==> config.mk <==
export PLATFORM = sky130hd
export DESIGN_NAME = fsm_seq_ctrl
export DESIGN_NICKNAME = d
export VERILOG_FILES = /design/src/rtl/fsm_seq_ctrl.sv
export SDC_FILE = /design/constraint.sdc
export NUM_CORES = 1
export LEC_CHECK = 0
export ABC_AREA = 0
export CAP_MARGIN = 30
export CORE_MARGIN = 2
export CORE_UTILIZATION = 47
export CTS_BUF_LIST = sky130_fd_sc_hd__clkbuf_8
export CTS_CLUSTER_DIAMETER = 30
export DETAILED_ROUTE_END_ITERATION = 8
export PLACE_DENSITY = 0.8
export SETUP_SLACK_MARGIN = 0.1
export SLEW_MARGIN = 20
export SYNTH_ARGS = -nofsm -noshare
export SYNTH_HDL_FRONTEND = slang
export SYNTH_SLANG_ARGS = --single-unit
==> constraint.sdc <==
create_clock -name clk -period 1.55 [get_ports clk]
set_clock_uncertainty 0.1 [all_clocks]
set_input_delay 0.155 -clock clk [delete_from_list [all_inputs] [get_ports clk]]
set_output_delay 0.155 -clock clk [all_outputs]
set_load 0.02 [all_outputs]
==> src/rtl/fsm_seq_ctrl.sv <==
// fsm_seq_ctrl: accepts parallel words, optionally pulses the detector reset,
// shifts each word MSB-first into the sequence detector, and collects the
// detector's Z output per bit into a mask. A saturating hit counter tracks
// the total number of Z=1 captures.
//
// Handshakes: a transfer happens on any clk edge where valid and ready are
// both high. in_valid/in_ready accepts a word (in_ready is high only in
// IDLE). out_valid/out_ready returns the mask (out_valid is high only in
// DONE). out_mask is held stable while out_valid is high.
module fsm_seq_ctrl #(
    parameter int WORD_W = 8,
    parameter int CNT_W  = 8,
    parameter int Z_LAT  = 1
) (
    input  logic              clk,
    input  logic              reset,
    input  logic              in_valid,
    input  logic [WORD_W-1:0] in_data,
    input  logic              in_restart,
    output logic              in_ready,
    output logic              det_x,
    output logic              det_step,
    output logic              det_rst,
    input  logic              det_z,
    output logic              out_valid,
    output logic [WORD_W-1:0] out_mask,
    input  logic              out_ready,
    input  logic              clear,
    output logic [CNT_W-1:0]  hit_count,
    output logic              busy,
    output logic [2:0]        dbg_state
);

    localparam int IDX_W = $clog2(WORD_W);
    localparam logic [IDX_W-1:0] LAST_IDX   = IDX_W'(WORD_W - 1);
    localparam logic [2:0]       DRAIN_LAST = 3'(Z_LAT - 1);

    typedef enum logic [2:0] {
        S_IDLE  = 3'd0,
        S_RST   = 3'd1,
        S_SHIFT = 3'd2,
        S_DRAIN = 3'd3,
        S_DONE  = 3'd4
    } state_t;

    state_t            state_q;
    state_t            state_d;
    logic [WORD_W-1:0] shreg;
    logic [IDX_W-1:0]  bit_cnt;
    logic [2:0]        drain_cnt;
    logic              accept;

    // Tag pipeline that follows each stepped bit until its Z appears on det_z.
    logic              pipe_vld [Z_LAT];
    logic [IDX_W-1:0]  pipe_idx [Z_LAT];
    logic              cap;
    logic [IDX_W-1:0]  cap_idx;

    assign accept    = (state_q == S_IDLE) && in_valid;
    assign cap       = pipe_vld[Z_LAT-1];
    assign cap_idx   = pipe_idx[Z_LAT-1];
    assign det_rst   = reset || (state_q == S_RST);
    assign dbg_state = state_q;

    // State register.
    always_ff @(posedge clk) begin
        if (reset) state_q <= S_IDLE;
        else       state_q <= state_d;
    end

    // Next-state and per-state outputs.
    always_comb begin
        state_d   = state_q;
        in_ready  = 1'b0;
        det_step  = 1'b0;
        det_x     = 1'b0;
        out_valid = 1'b0;
        busy      = 1'b1;
        case (state_q)
            S_IDLE: begin
                in_ready = 1'b1;
                busy     = 1'b0;
                if (in_valid) state_d = in_restart ? S_RST : S_SHIFT;
            end
            S_RST: state_d = S_SHIFT;
            S_SHIFT: begin
                det_step = 1'b1;
                det_x    = shreg[WORD_W-1];
                if (bit_cnt == LAST_IDX) state_d = S_DRAIN;
            end
            S_DRAIN: begin
                if (drain_cnt == DRAIN_LAST) state_d = S_DONE;
            end
            S_DONE: begin
                out_valid = 1'b1;
                if (out_ready) state_d = S_IDLE;
            end
            default: state_d = S_IDLE;
        endcase
    end

    // Shift register, bit counter and drain counter.
    always_ff @(posedge clk) begin
        if (reset) begin
            shreg     <= '0;
            bit_cnt   <= '0;
            drain_cnt <= '0;
        end else begin
            case (state_q)
                S_IDLE: begin
                    if (in_valid) begin
                        shreg   <= in_data;
                        bit_cnt <= '0;
                    end
                end
                S_SHIFT: begin
                    shreg     <= shreg << 1;
                    bit_cnt   <= bit_cnt + 1'b1;
                    drain_cnt <= '0;
                end
                S_DRAIN: drain_cnt <= drain_cnt + 1'b1;
                default: ;
            endcase
        end
    end

    // Tag pipeline: bit index of the word that each stepped bit belongs to.
    always_ff @(posedge clk) begin
        if (reset) begin
            for (int i = 0; i < Z_LAT; i++) begin
                pipe_vld[i] <= 1'b0;
                pipe_idx[i] <= '0;
            end
        end else begin
            pipe_vld[0] <= det_step;
            pipe_idx[0] <= LAST_IDX - bit_cnt;
            for (int i = 1; i < Z_LAT; i++) begin
                pipe_vld[i] <= pipe_vld[i-1];
                pipe_idx[i] <= pipe_idx[i-1];
            end
        end
    end

    // Detection mask: cleared on accept, filled as tagged bits emerge.
    always_ff @(posedge clk) begin
        if (reset)       out_mask <= '0;
        else if (accept) out_mask <= '0;
        else if (cap)    out_mask[cap_idx] <= det_z;
    end

    // Saturating hit counter; clear wins over a same-cycle increment.
    always_ff @(posedge clk) begin
        if (reset || clear)
            hit_count <= '0;
        else if (cap && det_z && (hit_count != {CNT_W{1'b1}}))
            hit_count <= hit_count + 1'b1;
    end

endmodule

Yosys cells after proc, flatten, opt, wreduce, memory -nomap -nowiden
Memories as Yosys holds them, arrays and structs flattened.
Index checks and enable logic that the tools add are counted.
{ "word_totals": {"ff_bits": 33, "ramBits": 4, "input_bits": 15, "out_inout_bits": 25, "word_cells": 65, "mem_count": 2} }
{ "op_classes": {"addsub": 4, "n_lt_le_gt_ge": 2, "n_eq_ne": 10, "n_mux": 26, "reduce_logical": 15} }
{ "mem_list": {"columns": ["name", "words", "width", "read_ports", "rd_clocked_by_memory_dff", "write_ports", "line", "source"], "rows": [
  ["pipe_idx", 1, 3, 1, 0, 1, "55", "logic [IDX_W-1:0] pipe_idx [Z_LAT];"],
  ["pipe_vld", 1, 1, 1, 0, 1, "54", "logic pipe_vld [Z_LAT];"]
]} }
{ "ops": {"columns": ["op", "count"], "rows": [
  ["two-way mux 3 bit", 6],
  ["case mux 8 bit (2 select lines)", 1],
  ["case mux 3 bit (5 select lines)", 1],
  ["two-way mux 1 bit", 12],
  ["case mux 3 bit (2 select lines)", 2],
  ["adder 8 x 1 -> 8 bit, second input constant", 1],
  ["bitwise mux 8 bit", 1],
  ["two-way mux 8 bit", 1],
  ["!= test 2 bit, second input constant", 4],
  ["!= test 8 bit, second input constant", 1],
  ["adder 3 x 1 -> 3 bit, second input constant", 2],
  ["equality test 3 x 2 -> 1 bit, second input constant", 2],
  ["equality test 3 bit, second input constant", 2],
  ["zero test 3 bit", 2],
  ["logical AND 1 bit", 4],
  ["< comparator 3 x 4 -> 1 bit, second input constant", 1],
  ["AND reduction 4 bit", 1],
  ["nonzero test 2 bit", 2],
  ["demux 1 bit (select 3 bit)", 1],
  ["equality test 3 x 1 -> 1 bit, second input constant", 1],
  [">= comparator 3 x 1 -> 1 bit, second input constant", 1],
  ["OR reduction 3 bit", 1],
  ["subtractor 3 bit, first input constant", 1],
  ["logical OR 1 bit", 2],
  ["4 further kinds", 4]
]} }

Depth between registers and ports, before layout
{ "depth": {"word_depth": 5, "mapped_depth": 6, "ltp_nobuf": 5} }

Worst setup path before layout
Ideal clock, no wire load.
{ "synth_timing": {"path_kind": "reg2out", "start": "register state_q[1] (netlist: dbg_state[1])", "end": "output det_x", "arrival_ns": 1.408, "required_ns": 1.295, "slack_ns": -0.113, "stages_incl_launch_ff": 6, "n_path_buf": 2, "path_cell_list": "dfxtp_1 > or3b_1 > buf_2 > clkinv_2 > buf_6 > and2_1"} }
{ "synth_between": {"elab_chain_len": 2} }
{ "synth_lines": {"columns": ["element", "line", "source"], "rows": [
  ["start, declared", "46", "state_t state_q;"],
  ["start signal, assigned", "68", "else state_q <= state_d;"],
  ["equality test 3 x 2 -> 1 bit", "79", "case (state_q)"],
  ["two-way mux 1 bit", "79", null],
  ["end, declared", "21", "output logic det_x,"]
]} }
No other way between the ends.

Worst setup path after layout
{ "layout_timing": {"start": "register state_q[0] (netlist: dbg_state[0])", "end": "register shreg[7]"} }
{ "layout_between": {"elab_chain_len": 3, "word_cells_on_any_way": 6, "classes_between": "eq/ne: 2; mux: 1; reduce/logical: 3"} }
{ "layout_lines": {"columns": ["element", "line", "source"], "rows": [
  ["equality test 3 x 2 -> 1 bit / zero test 3 bit (equally long branches)", "109", "case (state_q)"],
  ["nonzero test 2 bit (no line) / != test 2 bit (equally long branches)", null, null],
  ["AND reduction 2 bit (no line)", null, null],
  ["end signal, assigned", "112", "shreg <= in_data;"],
  ["end signal, assigned", "117", "shreg <= shreg << 1;"],
  ["end, declared", "48", "logic [WORD_W-1:0] shreg;"]
]} }
Several ways; a longest one is shown, not always the timed one.
A chain may end at the register's enable or synchronous reset.

==> metrics.md <==
| Metric | Value |
|---|---|
| Outcome | finished with violations |
| Failing checks | setup timing |
| GRT Total Usage | 0.217 |
| TritonRoute pass-1 iters | 4 |
| Residual DRC count | 0 |
| Final Non-Filler Cells | 324 |
| Dpl cells | 303 |
| GRT overflow | 0 |
| Final setup violation count | 6 |
| Initial antenna violation count | 0 |
| Synth Cell Area | 1780 sq um |
| Via count | 1743 |
| Clock sinks | 37 |
| First-pass GRT wire length | just over 7000 um |
| Final Hold Viols | 0 |
| Achievable frequency | 0.616 GHz |
| Initial Utilization | 0.486 |
| Multi-input logic area | 1080 sq um |
| WHS | 318 ps |
| Total power | about 2.8 mW |
| Final wirelength | 4270 um |
| Max-Slew Margin vs Limit | 0.764 |
| Top Ports | 40 |
| Critical Path RT | roughly 1600 ps |
| Clock Tree Buf Depth | 2 |
| Vias per cell | 5.38 |
| Root buffer selected by CTS | clkbuf_8 |
| Most common cell after layout, fill and taps aside | buf_4 |
| Post-synthesis compound-gate area fraction | 0.148 |
| Reg2reg start | dbg_state[0] |
| CTS Buf Count | 5 |
| Async set-or-reset flop fraction in the synthesized netlist | 0 |
| Gate Count Post-Synth | 201 |
| Ys flop type | dfxtp_1 |
| Commonest non-fill, non-tap cells in the layout | buf_4, nand2_1, dfxtp_1, nor2_1, dlygate4sd2_1 |
| Placer Congestion | 0.774 |
| Worst-Skew Late Latency | 290 ps |
| Largest family of logic cells by synthesized area | simple AND/OR/NAND/NOR gates |
| CP max FO | 5 |
| CTS Hold Buffers Added | 0 |
| Final Util | 0.751 |
| Crit path kind | flop to flop |
| Synthesized Nets | 221 |
| Row Count | 22 |
| H-Tree Depth | 2 |
| TNS Setup | -242 ps |
| Mux cell area share after synthesis | 0.0731 |
| Syn Area/Cell | 8.86 sq um |
| Detailed Place HPWL | 2640 um |
| Yosys warns | 0 |
| Synth Area in Simple Gates | 0.273 |
| Die area | between 4000 and 5000 sq um |
| PD cells | 1030 nW/um^2 |
| Post-synthesis sequential area ratio | 0.416 |
| Filler Cells Inserted | 270 |
| Worst r2r path cells | 4 |
| Area Growth Syn to Fin | 54.3% |
| Slew Limit Fails | 0 |
| Antenna diodes | 0 |
| # port buffers | 39 |
| Setup Slack @ Placement | -229 ps |
| Fin nets | 295 |
| Crit start category | flop |
| Synth Area in XOR/XNOR | 0 |
| Crit. End Element | flop |
| Pin count of the biggest net entering global routing | 24 |
| Tmin final | 1620 ps |
| Final WS setup | -73.2 ps |
| Worst-path clk slew | 80 ps |
| # Max-Cap Violations | 0 |
| Hold Crit Endpoint | shreg[3] |
| Worst min path class | input pin to flop |
| Worst-margin pin slew | roughly 350 ps |
| Drt wl/cell | 13.2 um |
| Cell area after layout | 2750 sq um |
| Min-delay src | in_data[3] |
| Post-route ant nets | 0 |
| Drt initial violations | about 120 |
| Synth unique cells | 43 |
| Synth Register Bits | 37 |
| Hold Crit Depth | 3 |
| Final Cycle Share | 1.05 |
| Arrival time at the worst endpoint | 1710 ps |
| Fraction of the mapped netlist area in adder cells | 0.0351 |
| Placed inst area | 2390 sq um |
| Share of layout cells above drive strength 1 | 0.355 |
| FF-to-FF setup slack | -70 ps |
| Reg2reg end | shreg[7] |
| Vias in the first global route | roughly 1.6k |
| Total area of sequential cells | roughly 760 sq um |
| Post-synth EDFFs | 0 |
| TritonCTS clock tree | built |
| Maximum VDD drop | 808 uV |
| Die Span X | between 60 and 70 um |
| RSZ-0062 raised after global routing | yes |
| Die height | 65.6 um |
| Leak Pwr | 1.17 nW |
| Core area | 3660 sq um |
==> power by group <==
part	switching (mW)	leakage, nW	internal (mW)
Combinational	0.427	0.803	0.451
Sequential	0.0510	0.308	1.01
Clock	0.354	0.0574	0.523
Total	0.833	1.17	1.99
==> Yosys cell counts, types with 4 or more instances <==
cell type	n	area share
nand2_1	27	0.057
dfxtp_1	37	0.42
inv_1	9	0.019
a31oi_1	7	0.025
buf_2	5	0.014
nand3_1	5	0.014
ha_1	5	0.035
mux2i_1	13	0.073
nor2_1	18	0.038
a21oi_1	10	0.028
or3_1	4	0.014
o21ai_0	10	0.028
nand4b_1	5	0.025
==> state kept, by name, indices dropped and copies added (netlist names) <==
| signal | count |
|---|---|
| bit_cnt | 3 |
| pipe_vld | 1 |
| drain_cnt | 3 |
| shreg | 8 |
| hit_count | 8 |
| out_mask | 8 |
| pipe_idx | 3 |
| dbg_state | 3 |
==> logic make-up (layout without fill, tap and decap cells) <==
logic type                 after synthesis  count (layout)
buffers and inverters                   20              95
AOI/OAI and AO/OA                       39              39
DFF                                     37              37
adders and majority gates                5               5
muxes                                   13              13
and+or+nand+nor                         87              87
==> critical path: stages (launching register included) <==
cell	delay, ps
dfxtp_2	330
buf_6	120
buf_6	110
or4b_4	590
o221a_1	280
==> worst max-delay path by stage <==
stage                      start            to  slack (ps)
floorplan           dbg_state[1]         det_x          70
global placement    dbg_state[0]         det_x        -220
detailed placement  dbg_state[0]         det_x        -230
CTS                 dbg_state[1]         det_x         -60
global route        dbg_state[0]  dbg_state[0]        -120
finish              dbg_state[0]      shreg[7]         -70
==> layout make-up <==
class / count / share of cell area
Clock inverter: 2 / 0.0137
Sequential cell: 37 / 0.278
Clock buffer: 6 / 0.0301
Multi-Input combinational cell: 144 / 0.393
Timing Repair Buffer: 77 / 0.248
Inverter: 10 / 0.0155
Tap cell: 48 / 0.0219
==> timing repair <==
action | in CTS | in global routing
resized for setup | 97 | 14
hold endpoints to repair | 0 | 0
pin swaps | 22 | 8
setup endpoints to repair | 49 | 32
setup buffers | 11 | 2
==> routing by layer <==
layer | GRT usage | wire length [um] | vias to the layer above
met2 | 0.366 | 2130 | 48
met1 | 0.270 | 1890 | 814
met3 | 0.0462 | 178 | 8
met5 | 0 | 0 | -
li1 | - | - | 873
met4 | 0.0833 | 74 | 0
Note: power is estimated with default switching activity, not from simulation.
